File: config.mk
export PLATFORM = sky130hd
export DESIGN_NAME = parity_frame_rx
export DESIGN_NICKNAME = d
export VERILOG_FILES = /design/src/rtl/parity_frame_rx.sv
export SDC_FILE = /design/constraint.sdc
export NUM_CORES = 1
export LEC_CHECK = 0
export CORE_AREA = 2 2 46 43
export CTS_CLUSTER_DIAMETER = 50
export DETAILED_ROUTE_END_ITERATION = 8
export DIE_AREA = 0 0 48 45
export HOLD_SLACK_MARGIN = 0.03
export PLACE_DENSITY = 0.7
export SYNTH_ARGS = -nofsm -noshare
export SYNTH_HDL_FRONTEND = slang
export SYNTH_SLANG_ARGS = --single-unit
File: constraint.sdc
create_clock -name clk -period 1.5 [get_ports clk]
set_input_delay 0.375 -clock clk [delete_from_list [all_inputs] [get_ports clk]]
set_output_delay 0.375 -clock clk [all_outputs]
set_load 0.02 [all_outputs]
File: src/rtl/parity_frame_rx.sv
// Serial start/data/parity/stop deframer with parity and framing checks.
// Optional saturating error counter enabled by defining PARITY_FRAME_RX_ERRCNT_EN.
module parity_frame_rx #(
  parameter int DATA_W     = 3,
  parameter bit PARITY_ODD = 1'b0
) (
  input  logic              clk,
  input  logic              rst_n,
  input  logic              bit_en,
  input  logic              rx_bit,
  output logic [DATA_W-1:0] data_out,
  output logic              data_valid,
  output logic              parity_err,
  output logic              frame_err,
  output logic              busy
`ifdef PARITY_FRAME_RX_ERRCNT_EN
  ,
  output logic [7:0]        err_count
`endif
);

  localparam int CNT_W = $clog2(DATA_W + 1);
  localparam logic [CNT_W-1:0] CNT_LAST = CNT_W'(DATA_W - 1);

  typedef enum logic [1:0] {
    IDLE   = 2'd0,
    DATA   = 2'd1,
    PARITY = 2'd2,
    STOP   = 2'd3
  } state_t;

  state_t              r_state;
  logic [CNT_W-1:0]    r_cnt;
  logic                r_acc;
  logic [DATA_W-1:0]   r_shift;
  logic [DATA_W-1:0]   r_dataOut;
  logic                r_dataValid;
  logic                r_parityErr;
  logic                r_frameErr;
  logic                r_busy;
  logic [DATA_W:0]     w_shiftCat;
  logic [DATA_W-1:0]   w_shiftNext;

  // New bits enter at the MSB so the first (LSB-first) bit lands at bit 0.
  assign w_shiftCat  = {rx_bit, r_shift};
  assign w_shiftNext = w_shiftCat[DATA_W:1];

`ifdef PARITY_FRAME_RX_ERRCNT_EN
  logic [7:0] r_errCount;
  assign err_count = r_errCount;
`endif

  always_ff @(posedge clk or negedge rst_n) begin
    if (!rst_n) begin
      r_state     <= IDLE;
      r_cnt       <= '0;
      r_acc       <= 1'b0;
      r_shift     <= '0;
      r_dataOut   <= '0;
      r_dataValid <= 1'b0;
      r_parityErr <= 1'b0;
      r_frameErr  <= 1'b0;
      r_busy      <= 1'b0;
`ifdef PARITY_FRAME_RX_ERRCNT_EN
      r_errCount  <= 8'd0;
`endif
    end else begin
      r_dataValid <= 1'b0;
      if (bit_en) begin
        case (r_state)
          IDLE: begin
            if (!rx_bit) begin
              r_state <= DATA;
              r_cnt   <= '0;
              r_acc   <= PARITY_ODD;
              r_busy  <= 1'b1;
            end
          end
          DATA: begin
            r_shift <= w_shiftNext;
            r_acc   <= r_acc ^ rx_bit;
            r_cnt   <= r_cnt + CNT_W'(1);
            if (r_cnt == CNT_LAST) begin
              r_state <= PARITY;
            end
          end
          PARITY: begin
            r_acc   <= r_acc ^ rx_bit;
            r_state <= STOP;
          end
          STOP: begin
            // A zero stop bit is reported, never treated as the next start bit.
            r_state     <= IDLE;
            r_busy      <= 1'b0;
            r_dataOut   <= r_shift;
            r_parityErr <= r_acc;
            r_frameErr  <= ~rx_bit;
            r_dataValid <= 1'b1;
`ifdef PARITY_FRAME_RX_ERRCNT_EN
            if ((r_acc || !rx_bit) && (r_errCount != 8'hFF)) begin
              r_errCount <= r_errCount + 8'd1;
            end
`endif
          end
          default: begin
            r_state <= IDLE;
            r_busy  <= 1'b0;
          end
        endcase
      end
    end
  end

  assign data_out   = r_dataOut;
  assign data_valid = r_dataValid;
  assign parity_err = r_parityErr;
  assign frame_err  = r_frameErr;
  assign busy       = r_busy;

endmodule

==> reports/metrics.cfg, run 1 <==
[sta]
hold_viol=0
period_needed_ns=1.44
fin_crit_sh_pct=96.1
slew_headroom_pct=84.3
grt_setup_unrepaired=false
clock.fmax_mhz=694
setup_ws_ns=0.0591
finalSetupViolCount=0
finClkSkew_ns=0.00271
final_max_slew_viol_count=0
tns_ns=0
tightest_slew_ns=0.235

[routing]
vias_per_cell=4.70
antenna_left=0
drt_iter0_markers=6
drc=0
routed_wl_mm=1.16
wire_per_inst_um=11.1
dr.pass1.iters=2
num_vias=493

[power]
power_density_nw_per_um2=1980
leakagePower_nw=0.473
p_int_mw=1.21
p_seq_share_pct=36.7
net-switching-power_mw=0.675
p_clk_share_pct=12.1
worst_ir_drop_vdd_v=0.000816
combPwrFrac_pct=51.2
power.total_mw=1.88
p_sw_share_pct=35.8

[place]
io_buffers=10
hpwlAfterDp_um=907
place_ws_ns=-0.101
gp_congestion=0.749

[die]
pin_count=11
dieArea_um2=2160
core_um2=1660
initial_core_util_pct=44.3
die_width_um=48
die_h_um=45
rows=14

[worst_setup_path]
critPathLaunch=r_state[0]$_DFFE_PN0P_
reg2reg_from=r_state[0]$_DFFE_PN0P_
timing.rr.end=r_cnt[1]$_DFFE_PN0P_
cp-endpoint=r_cnt[1]$_DFFE_PN0P_
crit_type=flop to flop
reg2reg_depth=5
worstPathRequired_ns=1.67
critPathArrivalTime_ns=1.61
cp-end-kind=flop
regToRegSetupSlack_ns=0.06
start_kind=flop
crit_fanout=4

[synth]
synth-edff-count=0
ys_types=18
synth_warnings=0
syn_avg_cell_area_um2=12.5
synth_flop_cell=dfrtp_1
synth_area_leader_cell=dfrtp_1
synth_async_sr_flop_share_pct=100
synth_most_common_cell=dfrtp_1
ys_seq_elements=15
ys_top_cells_by_count=dfrtp_1, mux2_2, ha_1
yosysTopAreaCellShare_pct=50.9
synth_nets=70
ys_seq_area_share_pct=50.9
synth.area.top_cells=dfrtp_1, mux2_2, ha_1
synth_area_um2=737
syn_inst=59

[clock_tree]
clockRootBuffer=clkbuf_4
numCtsBuffers=3
cts_tree=done
postCtsHoldBufs=0
htree_levels=1
clock_sinks=15
clockBufferDepth=2
post_cts_buffers=0
path_clk_slew_ns=0.09
insertion_delay_ns=0.28

[outcome]
status=finished, final reports clean

[grt]
grt_pass1_vias=455
grt_start_max_net_pins=16
grt_util_all_layers_pct=13.4
grt_pass1_wl_mm=1.97
antenna_found_initial=0
grt_overflow=0

[run]
maxCapViolations=0

[layout]
syn2layout_area_growth_pct=29.4
drive_above_1_share_pct=30.9
fin_nets=93
antenna_cells=0

[hold_path]
min_path_type=input port to asynchronous set/reset pin

==> state kept, by name, indices dropped and copies added (netlist names) <==
register,count
busy,1
data_out,3
data_valid,1
frame_err,1
parity_err,1
r_acc,1
r_cnt,2
r_shift,3
r_state,2
==> timing repair <==
action | CTS | global route
setup endpoints to repair | 7 | 1
pin swaps | 0 | 1
gates resized for setup | 7 | 3
hold endpoints to repair | 0 | 0
==> area by class of cell <==
cell class,instances,area (um^2)
flip-flops and latches,15,375
clock buffers,4,26.3
fillers,143,711
multi-input cells,40,352
inverters,4,15.0
well taps,24,30.0
repair buffers,18,155
==> power groups by stage <==
| stage | Combinational [mW] | Sequential [mW] | Clock (mW) |
|---|---|---|---|
| final | 0.965 | 0.692 | 0.228 |
| after global routing | 1.07 | 0.717 | 0.255 |
| after CTS | 0.960 | 0.695 | 0.236 |
| after detailed placement | 1.01 | 0.707 | 0 |
| after global placement | 0.981 | 0.700 | 0 |
| after floorplan | 0.508 | 0.809 | 0 |
==> worst max-delay path, cell delays in order, from the launching register on <==
cell and delay [ns]:
dfrtp_1 0.40, buf_6 0.13, ha_2 0.18, nor2b_1 0.14
o21ai_2 0.18, mux2_4 0.32
==> metrics by stage <==
stage / instance area [um^2] / utilization, % / instances / hold slack [ns]
after floorplan: 737 / - / 59 / 0.0794
after global placement: 927 / 55.7 / 101 / 0.468
after detailed placement: 927 / 55.7 / 101 / 0.483
after CTS: 945 / 56.8 / 105 / 0.411
after global routing: 953 / 57.3 / 105 / 0.408
final: 953 / 57.3 / 105 / 0.411
==> metal layers <==
layer,share of wire [%],track usage [%],vias to the layer above
li1,-,-,246
met5,0,0,-
met2,43,19.7,12
met4,2.2,8.11,0
met3,4.7,3.60,4
met1,50,17.4,231
==> logic make-up (layout without fill, tap and decap cells) <==
kind of cell | count (synthesis) | in the layout | share of synthesized area (%)
compound gates | 6 | 6 | 5.94
flops | 15 | 15 | 50.9
fa+ha+maj | 7 | 7 | 11.9
simple gates | 16 | 16 | 12.2
buf+inv | 4 | 26 | 2.04
mux | 11 | 11 | 17.0
==> how the worst min path moves through the flow <==
stage	cells past startpoint	start	slack, ns	end
global placement	2	frame_err$_DFFE_PN0P_	0.47	frame_err$_DFFE_PN0P_
floorplan	0	rst_n	0.08	busy$_DFFE_PN0P_
finish	2	rst_n	0.41	r_shift[0]$_DFFE_PN0P_
global route	2	rst_n	0.41	r_shift[1]$_DFFE_PN0P_
CTS	2	rst_n	0.41	busy$_DFFE_PN0P_
detailed placement	2	frame_err$_DFFE_PN0P_	0.48	frame_err$_DFFE_PN0P_
==> layout by cell type, fill, tap and decap left out, types with 2 or more instances in the layout <==
master	instances
mux2_2	8
a22o_1	2
mux2i_1	2
dlygate4sd2_1	7
dfrtp_1	15
nand2b_1	2
inv_1	4
nand3_1	2
nor2b_1	3
clkdlybuf4s50_1	3
nor2_1	2
buf_4	7
ha_1	5
o21ai_0	2
ha_2	2
clkbuf_4	3
nand2_1	4
Power figures use the tool's default switching activity.
==> run 2: changes to the inputs <==
==> config.mk (replaced) <==
export PLATFORM = sky130hd
export DESIGN_NAME = parity_frame_rx
export DESIGN_NICKNAME = d
export VERILOG_FILES = /design/src/rtl/parity_frame_rx.sv
export SDC_FILE = /design/constraint.sdc
export NUM_CORES = 1
export LEC_CHECK = 0
export CORE_AREA = 2 2 44 46
export CTS_CLUSTER_DIAMETER = 50
export CTS_CLUSTER_SIZE = 25
export DETAILED_ROUTE_END_ITERATION = 8
export DIE_AREA = 0 0 46 48
export HOLD_SLACK_MARGIN = 0.03
export PLACE_DENSITY = 0.68
export SYNTH_ARGS = -nofsm -noshare
export SYNTH_HDL_FRONTEND = slang
export SYNTH_SLANG_ARGS = --single-unit
==> reports/metrics.cfg, run 2 (synthesized netlist as in run 1, its figures left out) <==
[outcome]
status=finished, final reports clean

[sta]
finClkSkew_ns=0.00305  ; +0.000344 ns
slew_headroom_pct=83.3  ; -1.0 points
whs_ns=0.408  ; -0.00316 ns
final_max_slew_viol_count=0  ; unchanged
clock.fmax_mhz=692  ; -0.23%
fin_crit_sh_pct=96.3  ; +0.22 points
finalSetupViolCount=0  ; unchanged
grt_setup_unrepaired=false
hold_viol=0  ; unchanged
tightest_slew_ns=0.250  ; +0.0149 ns
period_needed_ns=1.44  ; +0.00328 ns

[layout]
syn2layout_area_growth_pct=27.5
final_cell_mix=dfrtp_1, mux2_2, dlygate4sd2_1, buf_4, ha_1
final_common_cell=dfrtp_1
n_fill_cell=154  ; +7.7%
drive_above_1_share_pct=31.3  ; +0.39 points
antenna_cells=0  ; unchanged
fin_nets=92  ; -1.1%

[die]
core_um2=1690  ; +1.5%
pin_count=11  ; unchanged
die_width_um=46  ; -4.2%
dieArea_um2=2210  ; +2.2%
die_h_um=48  ; +6.7%
rows=15  ; +1
initial_core_util_pct=43.6  ; -0.66 points

[grt]
grt_start_max_net_pins=16  ; unchanged
grt_pass1_wl_mm=1.98  ; +0.71%
grt_util_all_layers_pct=13.3  ; -0.11 points
grt_pass1_vias=506  ; +11%
antenna_found_initial=0  ; unchanged
grt_overflow=0  ; unchanged

[clock_tree]
clock_sinks=15  ; unchanged
numCtsBuffers=3  ; unchanged
path_clk_slew_ns=0.09  ; about the same
cts_tree=done
htree_levels=1  ; unchanged
clockBufferDepth=2  ; unchanged
clockRootBuffer=clkbuf_4
postCtsHoldBufs=0  ; unchanged
insertion_delay_ns=0.27  ; about the same

[run]
maxCapViolations=0  ; unchanged

[routing]
wire_per_inst_um=12.4  ; +12%
vias_per_cell=5.16  ; +10%
drt_iter0_markers=1  ; -5
dr.pass1.iters=3  ; +1
antenna_left=0  ; unchanged
drc=0  ; unchanged
routed_wl_mm=1.20  ; +3.6%
num_vias=501  ; +1.6%

[power]
power.total_mw=1.88  ; about the same
leakagePower_nw=0.469  ; -0.91%
power_density_nw_per_um2=2000  ; +1.4%
worst_ir_drop_vdd_v=0.000841  ; +3.1%

[worst_setup_path]
timing.rr.end=r_cnt[1]$_DFFE_PN0P_
worstPathRequired_ns=1.67  ; about the same
crit_fanout=4  ; unchanged
critPathArrivalTime_ns=1.61  ; about the same
regToRegSetupSlack_ns=0.06  ; about the same
reg2reg_depth=5  ; unchanged
crit_type=flop to flop
cp-end-kind=flop
start_kind=flop
reg2reg_from=r_state[0]$_DFFE_PN0P_

[place]
gp_congestion=0.752  ; +0.43%
io_buffers=10  ; unchanged
hpwlAfterDp_um=932  ; +2.7%

[hold_path]
min_path_type=input port to asynchronous set/reset pin

[run 2: cell types whose count changed in the layout (fill, tap and decap cells not counted), sizes merged]
cell,before,now
buf,8,7
[run 2: layout make-up]
class / instances / area [um^2] / share of cell area (%)
flip-flops and latches: 15 / 375 / 39.9
multi-input cells: 40 / 354 / 37.7
repair buffers: 17 / 148 / 15.7
clock buffers: 4 / 26.3 / 2.80
well taps: 17 / 21.3 / 2.26
inverters: 4 / 15.0 / 1.60
[run 2: worst max path at each step]
stage | start | end | slack, ns | depth (start not counted)
4_1_cts | r_state[0]$_DFFE_PN0P_ | r_cnt[1]$_DFFE_PN0P_ | 0.04 | 5
5_1_grt | r_state[0]$_DFFE_PN0P_ | r_cnt[1]$_DFFE_PN0P_ | 0.002 | 5
3_5_place_dp | bit_en | data_out[1]$_DFFE_PN0P_ | -0.12 | 3
2_1_floorplan | r_state[0]$_DFFE_PN0P_ | r_cnt[1]$_DFFE_PN0P_ | 0.01 | 5
6_report | r_state[0]$_DFFE_PN0P_ | r_cnt[1]$_DFFE_PN0P_ | 0.06 | 5
3_3_place_gp | rx_bit | r_cnt[1]$_DFFE_PN0P_ | -0.09 | 4
[run 2: per-stage QoR]
stage / area, um^2 / setup WS (ns) / TNS (ns) / util, % / cells
after floorplan: 737 / 0.0126 / 0 / - / 59
after global placement: 911 / -0.0940 / -0.679 / 53.9 / 93
after detailed placement: 911 / -0.121 / -0.958 / 53.9 / 93
after CTS: 928 / 0.0386 / 0 / 55.0 / 97
after global routing: 940 / 0.00211 / 0 / 55.6 / 97
final: 940 / 0.0558 / 0 / 55.6 / 97
[run 2: metal layers]
metal / up-vias / global-route usage, % / part of all wire [%]
met2: 8 / 22.2 / 48
met4: 0 / 9.71 / 1.7
met3: 2 / 3.77 / 3.2
met5: - / 0 / 0
met1: 248 / 14.5 / 46
li1: 243 / - / -
[run 2: repair_timing]
action	CTS	global route
resized for setup	7	4
pin swaps	0	1
setup endpoints to repair	7	1
buffers inserted	0	0
[run 2: power breakdown]
| group | internal, mW | switching (mW) |
|---|---|---|
| sequential | 0.596 | 0.0987 |
| combinational | 0.510 | 0.452 |
| clock | 0.103 | 0.123 |
[run 2: worst max-delay path, cell delays in order, from the launching register on]
cell and delay (ns):
dfrtp_1 0.40, buf_6 0.13, ha_2 0.18, nor2b_2 0.16, o21ai_2 0.16, mux2_4 0.31
